**src/rtl/hazard_pkg.sv**
```systemverilog
// Shared types and constants for the hazard sequencer: FSM state encoding,
// forwarding-select codes and register-address width.
package hazard_pkg;

  localparam int REG_AW = 3;

  typedef enum logic [1:0] {
    FILL   = 2'd0,
    RUN    = 2'd1,
    FREEZE = 2'd2
  } state_t;

  localparam logic [1:0] FWD_REG = 2'd0;
  localparam logic [1:0] FWD_MEM = 2'd1;
  localparam logic [1:0] FWD_WB  = 2'd2;

  // Register 0 is never a hazard source/destination when it is hardwired.
  function automatic logic reg_live(input logic [REG_AW-1:0] r, input logic r0_zero);
    return !(r0_zero && (r == '0));
  endfunction

endpackage

```
**src/rtl/hazard_fwd_unit.sv**
```systemverilog
// Combinational decode-stage forwarding selects and load-use detection.
module hazard_fwd_unit
  import hazard_pkg::*;
#(
  parameter bit R0_ZERO = 1'b1
) (
  input  logic [REG_AW-1:0] A1,
  input  logic [REG_AW-1:0] A2,
  input  logic [REG_AW-1:0] WB1,
  input  logic              writeToRegE,
  input  logic              loadE,
  input  logic [REG_AW-1:0] WB2,
  input  logic              writeToRegM,
  input  logic [REG_AW-1:0] WB3,
  input  logic              writeToRegW,
  output logic [1:0]        ForwardA,
  output logic [1:0]        ForwardB,
  output logic              lu
);

  // M-stage result is younger than W-stage data, so it wins on a double match.
  function automatic logic [1:0] fwd_sel(input logic [REG_AW-1:0] src);
    if (!reg_live(src, R0_ZERO))           return FWD_REG;
    else if (writeToRegM && (WB2 == src))  return FWD_MEM;
    else if (writeToRegW && (WB3 == src))  return FWD_WB;
    else                                   return FWD_REG;
  endfunction

  assign ForwardA = fwd_sel(A1);
  assign ForwardB = fwd_sel(A2);

  assign lu = loadE && writeToRegE && reg_live(WB1, R0_ZERO) &&
              ((WB1 == A1) || (WB1 == A2));

endmodule

```
**src/rtl/hazard_sequencer.sv**
```systemverilog
// Pipeline hazard/stall controller: reset fill, load-use stall, branch/jump flush,
// memory-wait freeze with sticky timeout. Define HAZARD_PERF_EN for perf counters.
//
//  state  | meaning
//  FILL   | post-reset bubbles, FlushD/FlushE forced high
//  RUN    | normal hazard priority decode
//  FREEZE | memory wait, whole pipe stalled; exits on mem_ready
module hazard_sequencer
  import hazard_pkg::*;
#(
  parameter int RST_BUBBLES = 2,
  parameter int MEM_TIMEOUT = 15,
  parameter bit R0_ZERO     = 1'b1
) (
  input  logic              clk,
  input  logic              rst,
  input  logic [REG_AW-1:0] A1,
  input  logic [REG_AW-1:0] A2,
  input  logic [REG_AW-1:0] WB1,
  input  logic              writeToRegE,
  input  logic              loadE,
  input  logic [REG_AW-1:0] WB2,
  input  logic              writeToRegM,
  input  logic [REG_AW-1:0] WB3,
  input  logic              writeToRegW,
  input  logic              jump_d,
  input  logic              branch_taken,
  input  logic              mem_req,
  input  logic              mem_ready,
  output logic [1:0]        ForwardA,
  output logic [1:0]        ForwardB,
  output logic              StallF,
  output logic              StallD,
  output logic              StallE,
  output logic              StallM,
  output logic              FlushD,
  output logic              FlushE,
  output logic              mem_err
`ifdef HAZARD_PERF_EN
  ,
  output logic [15:0]       perf_stall,
  output logic [15:0]       perf_flush,
  output logic [15:0]       perf_freeze
`endif
);

  localparam logic [2:0] FILL_INIT = 3'(RST_BUBBLES);
  localparam logic [7:0] TIMEOUT   = 8'(MEM_TIMEOUT);

  state_t     state, state_nxt;
  logic [2:0] fill_cnt;
  logic [7:0] wait_cnt;
  logic       lu;
  logic       mem_wait;

  assign mem_wait = mem_req && !mem_ready;

  hazard_fwd_unit #(.R0_ZERO(R0_ZERO)) u_fwd (
    .A1         (A1),
    .A2         (A2),
    .WB1        (WB1),
    .writeToRegE(writeToRegE),
    .loadE      (loadE),
    .WB2        (WB2),
    .writeToRegM(writeToRegM),
    .WB3        (WB3),
    .writeToRegW(writeToRegW),
    .ForwardA   (ForwardA),
    .ForwardB   (ForwardB),
    .lu         (lu)
  );

  always_ff @(posedge clk) begin
    if (rst) state <= FILL;
    else     state <= state_nxt;
  end

  always_comb begin
    state_nxt = state;
    case (state)
      FILL:    if (fill_cnt <= 3'd1) state_nxt = RUN;
      RUN:     if (mem_wait)         state_nxt = FREEZE;
      FREEZE:  if (!mem_wait)        state_nxt = RUN;
      default:                       state_nxt = FILL;
    endcase
  end

  // A FREEZE cycle with mem_ready already uses RUN priorities, so a branch held in E is flushed.
  always_comb begin
    StallF = 1'b0;
    StallD = 1'b0;
    StallE = 1'b0;
    StallM = 1'b0;
    FlushD = 1'b0;
    FlushE = 1'b0;
    if (state == FILL || (state != RUN && state != FREEZE)) begin
      FlushD = 1'b1;
      FlushE = 1'b1;
    end else if (mem_wait) begin
      StallF = 1'b1;
      StallD = 1'b1;
      StallE = 1'b1;
      StallM = 1'b1;
    end else if (branch_taken) begin
      FlushD = 1'b1;
      FlushE = 1'b1;
    end else if (lu) begin
      StallF = 1'b1;
      StallD = 1'b1;
      FlushE = 1'b1;
    end else if (jump_d) begin
      FlushD = 1'b1;
    end
  end

  always_ff @(posedge clk) begin
    if (rst) begin
      fill_cnt <= FILL_INIT;
      wait_cnt <= '0;
      mem_err  <= 1'b0;
    end else begin
      if (state == FILL && fill_cnt > 3'd1) fill_cnt <= fill_cnt - 3'd1;
      if (state != FILL && mem_wait) begin
        if (wait_cnt != 8'hFF)         wait_cnt <= wait_cnt + 8'd1;
        if (wait_cnt >= TIMEOUT - 8'd1) mem_err  <= 1'b1;
      end else begin
        wait_cnt <= '0;
      end
    end
  end

`ifdef HAZARD_PERF_EN
  logic stall_evt, flush_evt, freeze_evt;
  assign freeze_evt = StallM;
  assign stall_evt  = StallF && !StallM;
  assign flush_evt  = FlushD && (state != FILL);

  always_ff @(posedge clk) begin
    if (rst) begin
      perf_stall  <= '0;
      perf_flush  <= '0;
      perf_freeze <= '0;
    end else begin
      if (stall_evt  && perf_stall  != 16'hFFFF) perf_stall  <= perf_stall  + 16'd1;
      if (flush_evt  && perf_flush  != 16'hFFFF) perf_flush  <= perf_flush  + 16'd1;
      if (freeze_evt && perf_freeze != 16'hFFFF) perf_freeze <= perf_freeze + 16'd1;
    end
  end
`endif

endmodule

```
**config.mk**
```make
export PLATFORM = sky130hd
export DESIGN_NAME = hazard_sequencer
export DESIGN_NICKNAME = d
export VERILOG_FILES = /design/src/rtl/hazard_pkg.sv /design/src/rtl/hazard_fwd_unit.sv /design/src/rtl/hazard_sequencer.sv
export SDC_FILE = /design/constraint.sdc
export NUM_CORES = 1
export LEC_CHECK = 0
export BUFFER_PORTS_ARGS = -buffer_cell sky130_fd_sc_hd__buf_2
export CAP_MARGIN = 10
export CORE_ASPECT_RATIO = 0.75
export CORE_MARGIN = 1
export CORE_UTILIZATION = 54
export DETAILED_ROUTE_END_ITERATION = 6
export PLACE_DENSITY_LB_ADDON = 0.1
export SLEW_MARGIN = 0
export SYNTH_ARGS = -nofsm -noshare
export SYNTH_HDL_FRONTEND = slang
export SYNTH_HIERARCHICAL = 1
export SYNTH_SLANG_ARGS = --single-unit
```
**constraint.sdc**
```tcl
create_clock -name clk -period 2.7 [get_ports clk]
set_clock_uncertainty 0.2 [all_clocks]
set_input_delay 0.27 -clock clk [delete_from_list [all_inputs] [get_ports clk]]
set_output_delay 0.27 -clock clk [all_outputs]
set_load 0.03 [all_outputs]
```
# Yosys cells after proc, flatten, opt, wreduce, memory -nomap -nowiden
# Index checks and enable logic that the tools add are counted.
# word_totals
regBits	14
elab_cells	71
# classes
muxes	24
reduce_logical	23
bitwise	1
n_addsub	2
eq_ne	14
n_lt_le_gt_ge	3
# ops
cell	count
equality test 3 bit	6
2-to-1 mux 2 bit	9
2-to-1 mux 1 bit	14
logical AND 1 bit	11
logical NOT 3 bit	3
adder 8 x 1 -> 8 bit, second input constant	1
>= comparator 8 x 4 -> 1 bit, second input constant	1
inequality test 2 bit, second input constant	4
inequality test 8 bit, second input constant	1
one-hot mux 2 bit (3 select lines)	1
> comparator 3 x 1 -> 1 bit, second input constant	1
less-or-equal comparator 3 x 1 -> 1 bit, second input constant	1
AND reduction 3 bit	1
subtractor 3 x 1 -> 3 bit, second input constant	1
equality test 2 x 1 -> 1 bit, second input constant	1
equality test 2 bit, second input constant	1
logical NOT 1 bit	2
logical NOT 2 bit	1
logical OR 1 bit	2
inequality test 2 x 1 -> 1 bit, second input constant	1
AND reduction 2 bit	1
nonzero test 2 bit	1
OR reduction 2 bit	1
inverter 1 bit	1

# Depth between registers and ports, before layout
# depth
depth_word	8
ltp_mapped	8

# Cells and area by module
# The synthesis kept the hierarchy.
# by_module_without_submodules
module	cells_each	n_inst	area_each_um2	seq_area_each_um2
hazard_sequencer	93	1	842.1	280.3
hazard_fwd_unit	41	1	282.8	0.0

# Least setup slack after synthesis
# OpenSTA, ideal clock, no wires.
# synth_path
path_type	input port to output port
from	input A2[1]
to	output FlushE
setup_slack_ps	678
path_buffers	1
stages	6
t_arrival_ps	1552
cell_sequence	clkbuf_2 > xnor2_1 > o211ai_1 > a21oi_1 > nor2_1 > o21ai_0
# synth_via
elab_chain_len	7
# synth_rtl
element	line_no	source
start: declaration	hazard_sequencer.sv:18	input logic [REG_AW-1:0] A2,
equality test 3 bit	hazard_fwd_unit.sv:33	((WB1 == A1) || (WB1 == A2));
logical OR 1 bit	hazard_fwd_unit.sv:33	
logical AND 1 bit	hazard_fwd_unit.sv:32	assign lu = loadE && writeToRegE && reg_live(WB1, R0_ZERO) &&
named net lu	hazard_sequencer.sv:53	logic lu;
2-to-1 mux 1 bit	hazard_sequencer.sv:107	end else if (lu) begin
2-to-1 mux 1 bit	hazard_sequencer.sv:104	end else if (branch_taken) begin
2-to-1 mux 1 bit	hazard_sequencer.sv:99	end else if (mem_wait) begin
2-to-1 mux 1 bit	hazard_sequencer.sv:96	if (state == FILL || (state != RUN && state != FREEZE)) begin
end: declaration	hazard_sequencer.sv:37	output logic FlushE,
# The timed path passes the listed nets, and every way through them passes these cells.

# Final worst setup path
# layout_path
from	register state[0]
to	output FlushE
# layout_via
elab_chain_len	4
word_cells_on_any_way	6
classes_between	eq/ne: 2; mux: 1; reduce/logical: 3
# layout_rtl
element	line_no	source
start: declaration	hazard_sequencer.sv:50	state_t state, state_nxt;
start signal: assignment	hazard_sequencer.sv:75	else state <= state_nxt;
inequality test 2 x 1 -> 1 bit / inequality test 2 bit (equally long branches)	hazard_sequencer.sv:96	
logical AND 1 bit	hazard_sequencer.sv:96	
logical OR 1 bit (*)	hazard_sequencer.sv:96	
2-to-1 mux 1 bit (*)	hazard_sequencer.sv:96	
# Every way passes the cells marked *; elsewhere a longest branch is shown, timed or not.

==> key figures <==
Status
  – Status: completed

Placement
  – DP HPWL: 1947 µm
  – IO buf count: 35
  – Routability cong.: 0.7930
  – Placed cell areas: 0.001286 mm²

Timing
  – TNS Setup: 0 ps
  – Number of hold violations in the final report: 0
  – Slew HR: 77.78%
  – Minimum clock period: 1904 ps
  – Final period util: 70.50%
  – RSZ-0062 raised after global routing: no
  – Final setup fails: 0
  – Least-Margin Pin Slew: 332.5 ps
  – Max-slew violations: 0
  – Peak Freq: 525.3 MHz

Route
  – DR vias/cell: 5.569
  – Final Routed Wirelength: 2420 µm
  – Iteration-0 DRC Markers: 23
  – Antenna viol nets, final: 0
  – Residual DRC: 0
  – Per-cell routed wire length: 12.87 µm
  – Drt pass-1 iters: 4
  – Via count: 1047

Yosys
  – Number of flops mapped to enable cells by yosys: 0
  – FF+latch count, synth: 14
  – Post-Syn Area: 0.001125 mm²
  – Netlist cell types: 39
  – Cells after Synth: 134
  – Syn. warnings: 6
  – Ys async rst share: 0%
  – Seq/Total Area, Yosys: approximately a quarter
  – Top_reg_cell synth: dfxtp_1
  – Syn nets: 167
  – Syn avg cell area: approximately 8.4 µm²

Global route
  – Final global-route overflow total: 0
  – GR Util met3: 7.692%
  – Largest net degree at the start of global routing: 10
  – First-pass GRT wire length: 3946 µm
  – Number of global-route vias before repair: 937
  – Met2 usage: 40.24%
  – Total track usage: between 20% and 30%
  – Grt met1 use: 29.05%
  – Initial antenna violation count: 0
  – Grt peak-use layer: met2

Clock network
  – H-tree Lvls: 1
  – Setup bufs post-CTS: 0
  – Max Buffers Root-to-Sink: 2
  – Cts repair resizes: 0
  – Clock Latency Late Sink: between 200 and 300 ps
  – Clock slew at reported path FFs: 70 ps
  – Hold Buf Count CTS: 0
  – Root Buffer: clkbuf_4
  – CTS buffer count: 3
  – CTS tree: done
  – CTS sink count: 14

Flow run
  – Max_cap viols: 0

Critical path
  – Startpoint types: flop
  – Slowest stage delay, CP: between 300 and 400 ps
  – CP max stage cell: dfxtp_1
  – WS Path Type: reg2out
  – Highest net fanout along the worst path: 4
  – Element type at the critical path end: output pin
  – Req. time, crit path: 2230 ps
  – Worst-path cell chain: inv_1, ha_1, o21ai_0, buf_2
  – Crit path DAT: 1430 ps
  – Crit path buffers/inverters: 2
  – Crit-path leading delay family: flip-flops

Power
  – PD cells: 582.2 mW/mm²
  – Leak Pwr: ~0.57 nW
  – Worst vdd ir: between 400 and 500 µV

Finish
  – Post-route cell area: roughly 0.0013 mm²
  – Commonest non-fill, non-tap cell in the layout: buf_2
  – Area grow syn2layout: 16.35%
  – Most frequent cells in the layout: 35 x buf_2, 20 x nor2_1, 17 x xnor2_1
  – Final #Nets: ~200
  – Antenna cells: 0
  – Share of post-route cells with drive strength above 1: between 20% and 30%

Die
  – Die X: roughly 55 µm
  – Core Footprint: 0.001838 mm²
  – Starting utilization of the core area: 61.20%
  – Die Height: approximately 42 µm
  – Die footprint: 0.002271 mm²
  – # IOs: 36
  – Row cnt: 13

Hold path
  – Worst hold-check path type: in2reg
power by group:
part           total [W]  internal [W]  switching [W]
Clock           0.000115     0.0000517      0.0000630
Combinational   0.000382      0.000155       0.000227
Sequential      0.000266      0.000237      0.0000286
Total           0.000762      0.000444       0.000318
flip-flops by register name (all words and copies together), names as in the netlist:
signal    count
wait_cnt      8
state         2
mem_err       1
fill_cnt      3
final cells by class:
cell class,count,area [µm²]
repair buffers,35,175.2
flip-flops and latches,14,280.3
clock buffers,3,22.52
fillers,150,529.3
inverters,8,30.03
multi-input cells,106,773.2
well taps,22,27.53
synthesized netlist by cell type (2+ instances only):
| cell type | number | area [µm²] |
|---|---|---|
| inv_1 | 8 | 30.03 |
| nand4_1 | 2 | 12.51 |
| nor2_1 | 20 | 75.07 |
| nand3_1 | 4 | 20.02 |
| xnor2_1 | 17 | 148.9 |
| and2_1 | 2 | 12.51 |
| nand2_1 | 4 | 15.01 |
| clkbuf_2 | 3 | 15.01 |
| o21ai_0 | 2 | 10.01 |
| a211oi_1 | 4 | 30.03 |
| nand2b_1 | 2 | 12.51 |
| buf_4 | 2 | 15.01 |
| o211ai_1 | 5 | 37.54 |
| ha_1 | 8 | 100.1 |
| nor3_1 | 7 | 35.03 |
| a31oi_1 | 2 | 12.51 |
| a21oi_1 | 5 | 25.02 |
| dfxtp_1 | 14 | 280.3 |
| o21bai_1 | 2 | 15.01 |
| and4b_1 | 2 | 20.02 |
logic make-up after synthesis:
family / after synthesis / synth area share, %
AOI/OAI and AO/OA: 29 / 20.25
xor gates and xnor gates: 18 / 14.02
adders and majority gates: 8 / 8.899
buffers and inverters: 14 / 6.340
DFF: 14 / 24.92
muxes: 1 / 2.002
and+or+nand+nor: 50 / 23.58
per-layer routing:
metal	share of wire (%)	routed length [µm]
met2	50	1201
met4	0.41	10
met3	5.8	140
met5	0	0
met1	44	1067
stage by stage:
stage	setup WS, ps	utilization, %	hold WS (ps)	total power [W]	cells
after CTS	789.2	71.20	51.85	0.0007690	188
final	796.4	71.20	59.51	0.0007619	188
after global placement	912.6	69.98	231.9	0.0006265	185
after detailed placement	867.0	69.98	233.6	0.0006505	185
after floorplan	678.3	-	142.4	0.0005599	134
after global routing	696.1	71.20	41.41	0.0008178	188
worst paths after layout:
| kind | from | endpoint | slack, ps | cells after the start |
|---|---|---|---|---|
| worst max-delay path | state[0]$_SDFFE_PP0P_ | FlushE | 800 | 4 |
| worst min-delay path | rst | fill_cnt[0]$_SDFFE_PP0P_ | 60 | 2 |
| worst max register to register | wait_cnt[1]$_SDFFE_PP0P_ | wait_cnt[5]$_SDFFE_PP0P_ | 1030 | 5 |
| worst min register to register | mem_err$_SDFFE_PP0P_ | mem_err$_SDFFE_PP0P_ | 250 | 1 |
Power figures use the tool's default switching activity.
